**config.mk**
```make
export PLATFORM = sky130hd
export DESIGN_NAME = floor_controller
export DESIGN_NICKNAME = d
export VERILOG_FILES = /design/src/rtl/floor_controller.sv
export SDC_FILE = /design/constraint.sdc
export NUM_CORES = 1
export LEC_CHECK = 0
export ABC_AREA = 1
export CAP_MARGIN = 20
export CORE_MARGIN = 3
export CORE_UTILIZATION = 48
export DETAILED_ROUTE_END_ITERATION = 8
export PLACE_DENSITY = 0.75
export SLEW_MARGIN = 20
export SYNTH_ARGS = -nofsm -noshare
export SYNTH_HDL_FRONTEND = slang
export SYNTH_SLANG_ARGS = --single-unit
```
**constraint.sdc**
```tcl
create_clock -name clk -period 2 [get_ports clk]
set_clock_uncertainty 0.2 [all_clocks]
set_input_delay 0.3 -clock clk [delete_from_list [all_inputs] [get_ports clk]]
set_output_delay 0.3 -clock clk [all_outputs]
set_load 0.02 [all_outputs]
```
**src/rtl/floor_controller.sv**
```systemverilog
// Three-floor car controller: latches requests, steps one floor per move_clk tick,
// times the door in ticks and honours emergency stop and overload.
module floor_controller #(
   parameter int DOOR_TICKS = 3,
   parameter int HOME_FLOOR = 0
) (
   input  logic       clk,
   input  logic       rst,
   input  logic       move_clk,
   input  logic       button1,
   input  logic       button2,
   input  logic       button3,
   input  logic       sos_mode,
   input  logic       weight_limit_exceeded,
   output logic [1:0] current_floor,
   output logic       direction,
   output logic       moving,
   output logic       door_open,
   output logic [2:0] pending
);

   // state  | meaning
   // S_IDLE | parked with the door shut, waiting for a request
   // S_MOVE | travelling, one floor per move_clk tick
   // S_DOOR | door open at current_floor, timed in ticks
   typedef enum logic [1:0] {S_IDLE, S_MOVE, S_DOOR} state_t;

   localparam int            CW      = $clog2(DOOR_TICKS + 1);
   localparam logic [CW-1:0] CNT_MAX = CW'(DOOR_TICKS);

   state_t        state, state_n;
   logic [1:0]    floor_n;
   logic          dir_n;
   logic [2:0]    pend_n;
   logic [CW-1:0] door_cnt, cnt_n;
   logic          move_clk_q;

   logic          tick;
   logic [2:0]    req, pend_set, cur_mask, nf_mask;
   logic [1:0]    nf;

   function automatic logic [2:0] onehot(input logic [1:0] f);
      return 3'b001 << f;
   endfunction

   function automatic logic [2:0] above(input logic [1:0] f);
      case (f)
         2'd0:    return 3'b110;
         2'd1:    return 3'b100;
         default: return 3'b000;
      endcase
   endfunction

   function automatic logic [2:0] below(input logic [1:0] f);
      case (f)
         2'd1:    return 3'b001;
         2'd2:    return 3'b011;
         default: return 3'b000;
      endcase
   endfunction

   assign tick      = move_clk & ~move_clk_q;
   assign req       = sos_mode ? 3'b000 : ~{button3, button2, button1};
   assign pend_set  = pending | req;
   assign cur_mask  = onehot(current_floor);
   assign nf        = direction ? current_floor + 2'd1 : current_floor - 2'd1;
   assign nf_mask   = onehot(nf);
   assign moving    = (state == S_MOVE);
   assign door_open = (state == S_DOOR);

   always_comb begin
      state_n = state;
      floor_n = current_floor;
      dir_n   = direction;
      pend_n  = pending;
      cnt_n   = door_cnt;
      case (state)
         S_IDLE: begin
            if (sos_mode) begin
               state_n = S_DOOR;
               pend_n  = 3'b000;
               cnt_n   = '0;
            end else if (|(pend_set & cur_mask)) begin
               state_n = S_DOOR;
               pend_n  = pend_set & ~cur_mask;
               cnt_n   = '0;
            end else begin
               pend_n = pend_set;
               if (!weight_limit_exceeded) begin
                  if (|(pend_set & above(current_floor))) begin
                     state_n = S_MOVE;
                     dir_n   = 1'b1;
                  end else if (|(pend_set & below(current_floor))) begin
                     state_n = S_MOVE;
                     dir_n   = 1'b0;
                  end
               end
            end
         end
         S_MOVE: begin
            if (sos_mode) begin
               // emergency stop wins over a coincident tick: no floor step
               state_n = S_DOOR;
               pend_n  = 3'b000;
               cnt_n   = '0;
            end else begin
               pend_n = pend_set;
               if (tick) begin
                  floor_n = nf;
                  if (|(pend_set & nf_mask)) begin
                     state_n = S_DOOR;
                     pend_n  = pend_set & ~nf_mask;
                     cnt_n   = '0;
                  end else if (direction ? |(pend_set & above(nf))
                                         : |(pend_set & below(nf))) begin
                     state_n = S_MOVE;
                  end else if (direction ? |(pend_set & below(nf))
                                         : |(pend_set & above(nf))) begin
                     dir_n = ~direction;
                  end else begin
                     state_n = S_IDLE;
                  end
               end
            end
         end
         S_DOOR: begin
            pend_n = sos_mode ? 3'b000 : (pend_set & ~cur_mask);
            if (tick) begin
               if (sos_mode || weight_limit_exceeded)
                  cnt_n = (door_cnt == CNT_MAX) ? door_cnt : door_cnt + 1'b1;
               else if (int'(door_cnt) + 1 >= DOOR_TICKS)
                  state_n = S_IDLE;
               else
                  cnt_n = door_cnt + 1'b1;
            end
            // a press for this floor keeps the door open for a fresh period
            if (|(req & cur_mask)) begin
               state_n = S_DOOR;
               cnt_n   = '0;
            end
         end
         default: state_n = S_IDLE;
      endcase
   end

   always_ff @(posedge clk) begin
      if (rst) begin
         state         <= S_IDLE;
         current_floor <= 2'(HOME_FLOOR);
         direction     <= 1'b1;
         pending       <= 3'b000;
         door_cnt      <= '0;
         move_clk_q    <= 1'b0;
      end else begin
         state         <= state_n;
         current_floor <= floor_n;
         direction     <= dir_n;
         pending       <= pend_n;
         door_cnt      <= cnt_n;
         move_clk_q    <= move_clk;
      end
   end

   a_floor_range: assert property (@(posedge clk) disable iff (rst)
      (current_floor != 2'd3) &&
      !(state == S_MOVE && direction && current_floor == 2'd2) &&
      !(state == S_MOVE && !direction && current_floor == 2'd0));

endmodule

```
==> impl_metrics.py, run 1 <==
metrics = {
    "sta": {
        "setup_violations": 3,
        "tns_ps": -198,
        "whs_ps": 337,
        "setup_slack_ps": -76.4,
        "slew_viol_final": 0,
        "fmax_mhz": 482,
        "rsz0062_at_grt": "true",
        "fin_crit_sh": 1.04,
        "slew_headroom": 0.785,
        "min_period_ps": 2080,
        "tightest_slew_ps": 320,
        "hold_violations": 0,
    },
    "placed_design": {
        "dpl.cell_count": 232,
        "pre_cts_slack_ps": -145,
        "port_buffers": 15,
        "place.gp.congestion": 0.897,
        "dp_hpwl_um": 2210,
        "dpl-instance-area_um2": 1410,
    },
    "cells_and_area": {
        "nets": 233,
        "drive_gt1_frac": 0.305,
        "synthToLayoutAreaGrowth_pct": 46.4,
        "postLayoutCoreUtil": 0.778,
        "fin_cells": 237,
        "finalInstanceArea_um2": 1590,
        "n_antenna_cell": 0,
        "final_common_cell": "nand2_1",
        "final_cell_mix": "nand2_1 (39), inv_1 (20), nor2_1 (20), buf_4 (17), clkdlybuf4s50_1 (13)",
    },
    "setup_path": {
        "crit_path_start_kind": "flop",
        "critPathKind": "flop to flop",
        "crit_fanout": 5,
        "r2r_start": "current_floor[1]",
        "crit_arrival_ps": 2040,
        "critPathLaunch": "current_floor[1]",
        "cp-end-kind": "flop",
        "crit_required_ps": 1960,
    },
    "logic_synthesis": {
        "seq_area_frac_synth": 0.203,
        "ys_seq_elements": 11,
        "synth_area_um2": 1080,
        "syn_avg_cell_area_um2": 6.16,
        "yosysWarnings": 0,
        "synth_cells": 176,
        "synth.distinct_cells": 23,
        "syn_nets": 198,
    },
    "cts": {
        "cts_tree": "yes",
        "cts_made_buffers": 3,
        "cts_buffer_depth": 2,
        "htree_levels": 1,
        "cts.sinks": 11,
        "path_clk_slew_ps": 80,
        "cts_root_buffer": "clkbuf_4",
        "insertion_delay_ps": 280,
    },
    "grt": {
        "grt_pass1_wl_um": 5050,
        "antenna_found_initial": 0,
        "first_global_vias": 1203,
        "overflow": 0,
        "track_usage": 0.239,
        "grt_max_degree": 10,
    },
    "hold_path": {
        "min_path_type": "flop to flop",
        "holdCritStartpoint": "door_cnt[0]",
    },
    "pwr": {
        "p_per_area_nw_per_um2": 1110,
        "total_power_mw": 1.77,
        "p_leak_nw": 0.793,
        "vdd_ir_drop_max_uv": 786,
    },
    "floorplan": {
        "die_x_um": 53.5,
        "dieArea_um2": 2870,
        "rows": 16,
        "core_area_um2": 2040,
        "initial_core_util": 0.531,
        "io_pins": 16,
        "dieHeight_um": 53.5,
    },
    "route": {
        "routed_wirelength_um": 3420,
        "first_iter_violations": 56,
        "first_pass_iters": 4,
        "routed_via_density": 5.65,
        "vias": 1339,
        "drc": 0,
        "antenna_left": 0,
        "routedWlPerCell_um": 14.4,
    },
    "status": {
        "violations": "negative setup slack",
        "status": "finished with violations",
    },
    "run": {
        "maxCapViolCount": 0,
    },
}
==> logic make-up (layout without fill, tap and decap cells) <==
logic type                 Yosys count  after routing  synth area share
DFF                                 11             11             0.203
adders and majority gates           14             14             0.161
buffers and inverters               32             66             0.118
and+or+nand+nor                     92             92             0.356
AOI/OAI and AO/OA                   27             27             0.161
==> sequential cells by signal, summed over array words and instances (netlist names) <==
| name | flops |
|---|---|
| direction | 1 |
| move_clk_q | 1 |
| current_floor | 2 |
| state | 2 |
| door_cnt | 2 |
| pending | 3 |
==> path summary, 6_finish.rpt <==
check	end	slack (ps)	cells after the start
setup reg to reg	direction	-80	13
hold reg to reg	door_cnt[0]	340	2
hold / removal	door_cnt[0]	340	2
setup / recovery	direction	-80	13
==> Yosys cell counts (all sizes together) <==
library cell / count / share of area
clkinv: 1 / 0.0035
inv: 29 / 0.10
dfxtp: 11 / 0.20
a21oi: 8 / 0.037
nand3: 13 / 0.060
o21ai: 12 / 0.059
nand4: 2 / 0.012
ha: 14 / 0.16
o21bai: 3 / 0.035
nor2: 27 / 0.11
or2: 1 / 0.0058
buf: 1 / 0.010
o2111ai: 3 / 0.024
clkbuf: 1 / 0.0035
nand2: 49 / 0.17
a22oi: 1 / 0.0069
==> layer usage <==
layer | GRT usage | wire [µm] | vias to the layer above
met5 | 0 | 0 | -
met4 | 0.0979 | 116 | 0
met3 | 0.0416 | 267 | 16
met2 | 0.418 | 1620 | 78
met1 | 0.285 | 1410 | 617
li1 | - | - | 628
==> where the power goes <==
part           internal [mW]  switching, mW
clock                 0.0773         0.0858
sequential             0.279         0.0639
combinational          0.510          0.752
==> worst max-delay path, stage by stage (launching register included) <==
cell     delay, ps
dfxtp_4        360
inv_4           40
ha_4           270
inv_2           30
nand2_2         60
nand2_4         80
ha_4           290
nand2_4         60
nand4_1        170
nand3_1        130
nand2_1        100
nand2_1         50
nand2_1         60
nand3_1         60
==> repair_timing <==
action / CTS / global route
hold buffers: 0 / 0
resized for setup: 22 / 17
setup buffers: 0 / 1
endpoints found under the setup margin: 5 / 5
endpoints found under the hold margin: 0 / 0
pin swaps: 14 / 5
==> final cells by class <==
cell class              instances  area, µm²
fillers                       162        454
multi-input cells             133        905
flip-flops and latches         11        228
clock buffers                   4       26.3
well taps                      27       33.8
inverters                      30        120
repair buffers                 32        275
(Power assumes the default switching activity.)
==> run 2: changes to the inputs <==
--- a/config.mk
+++ b/config.mk
@@ -8,9 +8,10 @@
 export ABC_AREA = 1
 export CAP_MARGIN = 20
 export CORE_MARGIN = 3
-export CORE_UTILIZATION = 48
+export CORE_UTILIZATION = 56
 export DETAILED_ROUTE_END_ITERATION = 8
-export PLACE_DENSITY = 0.75
+export DONT_BUFFER_PORTS = 1
+export PLACE_DENSITY = 0.74
 export SLEW_MARGIN = 20
 export SYNTH_ARGS = -nofsm -noshare
 export SYNTH_HDL_FRONTEND = slang
==> impl_metrics.py, run 2 (synthesis results as in run 1) <==
metrics = {
    "status": {
        "status": "finished with violations",
        "violations": "negative setup slack",
    },
    "floorplan": {
        "die_x_um": 50.0,
        "dieHeight_um": 50.0,
        "core_area_um2": 1780,
        "rows": 15,
        "dieArea_um2": 2500,
        "io_pins": 16,
        "initial_core_util": 0.608,
    },
    "cts": {
        "cts_root_buffer": "clkbuf_4",
        "cts_made_buffers": 3,
        "insertion_delay_ps": 280,
        "htree_levels": 1,
        "cts_buffer_depth": 2,
        "cts_tree": "yes",
        "path_clk_slew_ps": 90,
        "cts.sinks": 11,
    },
    "sta": {
        "hold_violations": 0,
        "setup_violations": 3,
        "tightest_slew_ps": 462,
        "slew_viol_final": 0,
        "setup_slack_ps": -33.2,
        "rsz0062_at_grt": "true",
        "fin_crit_sh": 1.02,
        "fmax_mhz": 492,
        "whs_ps": 51.8,
        "slew_headroom": 0.690,
        "min_period_ps": 2030,
    },
    "cells_and_area": {
        "synthToLayoutAreaGrowth_pct": 27.5,
        "drive_gt1_frac": 0.293,
        "final_common_cell": "nand2_1",
        "nFillCells": 130,
        "largest_reg_flops": 3,
        "n_antenna_cell": 0,
        "nets": 214,
        "top_register": "pending",
        "fin_cells": 216,
        "postLayoutCoreUtil": 0.775,
        "final_cell_mix": "nand2_1 (40), inv_1 (20), nor2_1 (19), buf_4 (11), ha_1 (10)",
    },
    "hold_path": {
        "min_path_type": "input port to flop",
        "holdCritStartpoint": "sos_mode",
    },
    "grt": {
        "overflow": 0,
        "first_global_vias": 1120,
        "grt_max_degree": 13,
        "track_usage": 0.246,
        "grt_pass1_wl_um": 4740,
        "antenna_found_initial": 0,
    },
    "setup_path": {
        "r2r_start": "current_floor[0]",
        "max_stage_delay_ps": 360,
        "cp_slowest_cell": "dfxtp_4",
        "critPathLaunch": "current_floor[0]",
        "critPathKind": "flop to flop",
        "path_buf_inv": 2,
        "critPathTopFamily": "simple AND/OR/NAND/NOR gates",
        "crit_fanout": 5,
        "crit_arrival_ps": 2020,
        "cp-end-kind": "flop",
        "crit_chain": "inv_4, ha_4, inv_2, nand2_2, nand2_4, ha_4, nand2_2, nand4_1, nand3_2, nand3_4, nand2_1, nand2_1, nor2_2",
        "crit_path_start_kind": "flop",
        "crit_required_ps": 1980,
    },
    "route": {
        "routed_via_density": 5.39,
        "first_iter_violations": 32,
        "vias": 1165,
        "drc": 0,
        "routed_wirelength_um": 2770,
        "first_pass_iters": 4,
        "routedWlPerCell_um": 12.8,
        "antenna_left": 0,
    },
    "pwr": {
        "total_power_mw": 1.59,
        "p_leak_nw": 0.679,
        "vdd_ir_drop_max_uv": 693,
        "p_per_area_nw_per_um2": 1150,
    },
    "placed_design": {
        "dpl.cell_count": 208,
        "port_buffers": 0,
        "dp_hpwl_um": 2140,
        "place.gp.congestion": 0.881,
    },
    "run": {
        "maxCapViolCount": 0,
    },
}
[run 2: changes by cell type in the layout (fill, tap and decap cells not counted), moves of 2 or more]
cell / previous run / this run
clkdlybuf4s50_1: 13 / 0
buf_4: 17 / 11
nand2_4: 5 / 1
nand2_2: 5 / 8
dlygate4sd2_1: 2 / 0
dlygate4sd3_1: 0 / 2
[run 2: final cells by class]
type	count	area (µm²)	share of cell area
Clock buffer	4	26.3	0.0190
Multi-Input combinational cell	133	877	0.634
Tap cell	25	31.3	0.0226
Sequential cell	11	228	0.165
Inverter	30	118	0.0851
Timing Repair Buffer	13	103	0.0742
[run 2: repair_timing]
| action | in CTS | in global routing |
|---|---|---|
| pin swaps | 11 | 9 |
| hold buffers | 2 | 0 |
| endpoints found under the setup margin | 5 | 5 |
| resized for setup | 19 | 11 |
| buffers inserted | 1 | 1 |
| endpoints found under the hold margin | 2 | 0 |
[run 2: path summary, 6_finish.rpt]
check        slack, ps  cells past startpoint          end
max reg2reg        -30                     13     state[1]
max                -30                     13     state[1]
min                 50                      3   pending[2]
min reg2reg        330                      2  door_cnt[1]
[run 2: where the power goes]
part / switching, mW / total [mW] / leakage, nW / internal [mW]
sequential: 0.0622 / 0.341 / 0.0917 / 0.279
combinational: 0.661 / 1.08 / 0.573 / 0.419
clock: 0.0915 / 0.169 / 0.0150 / 0.0774
[run 2: worst min-delay path: stages]
cell       delay, ps
o21bai_4          60
o2111ai_1         90
inv_1             40
[run 2: per-stage QoR]
step	setup WS, ps	area, µm²	TNS, ps
finish	-33.2	1380	-70.5
detailed placement	-110	1200	-307
floorplan	6.80	1120	0
global placement	-23.6	1200	-47.8
CTS	-32.8	1330	-48.4
global route	-145	1380	-563
[run 2: metal layers]
| layer | routed length (µm) | GRT usage | vias up | part of all wire |
|---|---|---|---|---|
| met5 | 0 | 0 | - | 0 |
| met4 | 25 | 0.0645 | 0 | 0.0090 |
| met3 | 174 | 0.0423 | 4 | 0.063 |
| met2 | 1350 | 0.428 | 36 | 0.49 |
| met1 | 1210 | 0.306 | 539 | 0.44 |
| li1 | - | - | 586 | - |
==> run 3: changes to the inputs <==
--- a/config.mk
+++ b/config.mk
@@ -7,6 +7,7 @@
 export LEC_CHECK = 0
 export ABC_AREA = 1
 export CAP_MARGIN = 20
+export CORE_ASPECT_RATIO = 0.7
 export CORE_MARGIN = 3
 export CORE_UTILIZATION = 56
 export DETAILED_ROUTE_END_ITERATION = 8
==> impl_metrics.py, run 3 (synthesis results as in run 1) <==
metrics = {
    "route": {
        "first_pass_iters": 5,
        "routedWlPerCell_um": 17.0,
        "routed_wirelength_um": 3610,
        "vias": 1287,
        "drc": 0,
        "routed_via_density": 6.04,
        "first_iter_violations": 177,
        "antenna_left": 0,
    },
    "sta": {
        "setup_slack_ps": -159,
        "fin_crit_sh": 1.08,
        "fmax_mhz": 463,
        "tightest_slew_ps": 629,
        "min_period_ps": 2160,
        "rsz0062_at_grt": "true",
        "hold_violations": 0,
        "slew_headroom": 0.578,
        "setup_violations": 5,
        "slew_viol_final": 0,
    },
    "run": {
        "maxCapViolCount": 0,
    },
    "pwr": {
        "p_leak_nw": 0.693,
        "sw_frac_of_total": 0.536,
        "vdd_ir_drop_max_uv": 820,
        "total_power_mw": 1.67,
        "p_per_area_nw_per_um2": 1200,
        "p_switching_mw": 0.893,
        "comb_power_share": 0.691,
        "intPower_mw": 0.773,
        "clock_power_share": 0.103,
        "seqPwrFrac": 0.206,
    },
    "placed_design": {
        "place.gp.congestion": 0.965,
        "port_buffers": 0,
        "dp_hpwl_um": 2240,
        "dpl.cell_count": 205,
        "pre_cts_slack_ps": -77.6,
    },
    "grt": {
        "overflow": 0,
        "grt_max_degree": 13,
        "grt_pass1_wl_um": 5020,
        "first_global_vias": 1125,
        "track_usage": 0.260,
        "antenna_found_initial": 0,
    },
    "setup_path": {
        "crit_arrival_ps": 2180,
        "crit_path_start_kind": "flop",
        "cp-end-kind": "flop",
        "critPathKind": "flop to flop",
        "crit_required_ps": 2020,
        "crit_fanout": 4,
    },
    "cells_and_area": {
        "nFillCells": 113,
        "final_cell_mix": "nand2_1 (37), inv_1 (20), nor2_1 (19), buf_4 (11)",
        "synthToLayoutAreaGrowth_pct": 28.3,
        "n_antenna_cell": 0,
        "fin_cells": 213,
        "top_register": "pending",
        "drive_gt1_frac": 0.318,
        "final_common_cell": "nand2_1",
        "largest_reg_flops": 3,
        "postLayoutCoreUtil": 0.820,
        "nets": 215,
    },
    "cts": {
        "htree_levels": 1,
        "cts_buffer_depth": 2,
        "cts_root_buffer": "clkbuf_4",
        "cts.sinks": 11,
        "cts_made_buffers": 3,
        "cts_tree": "yes",
        "path_clk_slew_ps": 90,
        "insertion_delay_ps": 290,
    },
    "floorplan": {
        "dieArea_um2": 2510,
        "die_x_um": 58.6,
        "core_area_um2": 1700,
        "initial_core_util": 0.639,
        "dieHeight_um": 42.8,
        "rows": 12,
        "io_pins": 16,
    },
    "hold_path": {
        "min_path_type": "input port to flop",
    },
    "status": {
        "status": "finished with violations",
        "violations": "negative setup slack",
    },
}
## run 3: changes by cell type in the layout (fill, tap and decap cells not counted), sizes merged
cell | before | now
buf | 11 | 12
## run 3: cell type report
type	count	area (µm²)	share of cell area
inverters	30	120	0.0863
clock buffers	4	26.3	0.0189
well taps	21	26.3	0.0189
repair buffers	14	114	0.0818
flip-flops and latches	11	228	0.164
multi-input cells	133	877	0.630
## run 3: routing by layer
layer	vias up	track usage	routed length, µm
met5	-	0	0
met2	109	0.385	1600
met3	33	0.0699	459
met1	554	0.356	1360
li1	591	-	-
met4	0	0.0950	191
## run 3: path summary, 6_finish.rpt
path | startpoint | endpoint | cells after the start | slack, ps
setup / recovery | current_floor[1] | state[1] | 13 | -160
hold / removal | sos_mode | pending[2] | 3 | 80
setup reg to reg | current_floor[1] | state[1] | 13 | -160
hold reg to reg | door_cnt[0] | door_cnt[0] | 2 | 340
## run 3: power groups by stage
stage	registers, mW	logic [mW]	clock network (mW)
2_1_floorplan	0.357	0.664	0
3_3_place_gp	0.337	0.877	0
3_5_place_dp	0.344	0.896	0
4_1_cts	0.341	0.995	0.166
5_1_grt	0.353	1.26	0.181
6_report	0.344	1.15	0.171
## run 3: what timing repair did
action                                  CTS  global route
pin swaps                                12            13
endpoints found under the setup margin    5             7
hold endpoints to repair                  2             0
gates resized for setup                  22            15
buffers inserted                          1             2
hold buffers                              2             0
## run 3: worst max-delay path: stages, from the launching register on
cell,delay (ps)
dfxtp_4,370
inv_4,40
ha_4,280
inv_2,40
nand2_2,70
nand2_4,90
ha_4,250
nand2_4,70
nand4_1,170
nand3_2,160
nand3_4,110
nand2_2,90
nand2_1,60
nor2_1,120
## run 3: per-stage QoR
step	TNS, ps	hold WS, ps	instance area, µm²
after global placement	-14.2	161	1210
final	-452	78.6	1390
after floorplan	0	159	1120
after CTS	-14.2	66.7	1340
after detailed placement	-219	165	1210
after global routing	-1090	89.7	1390
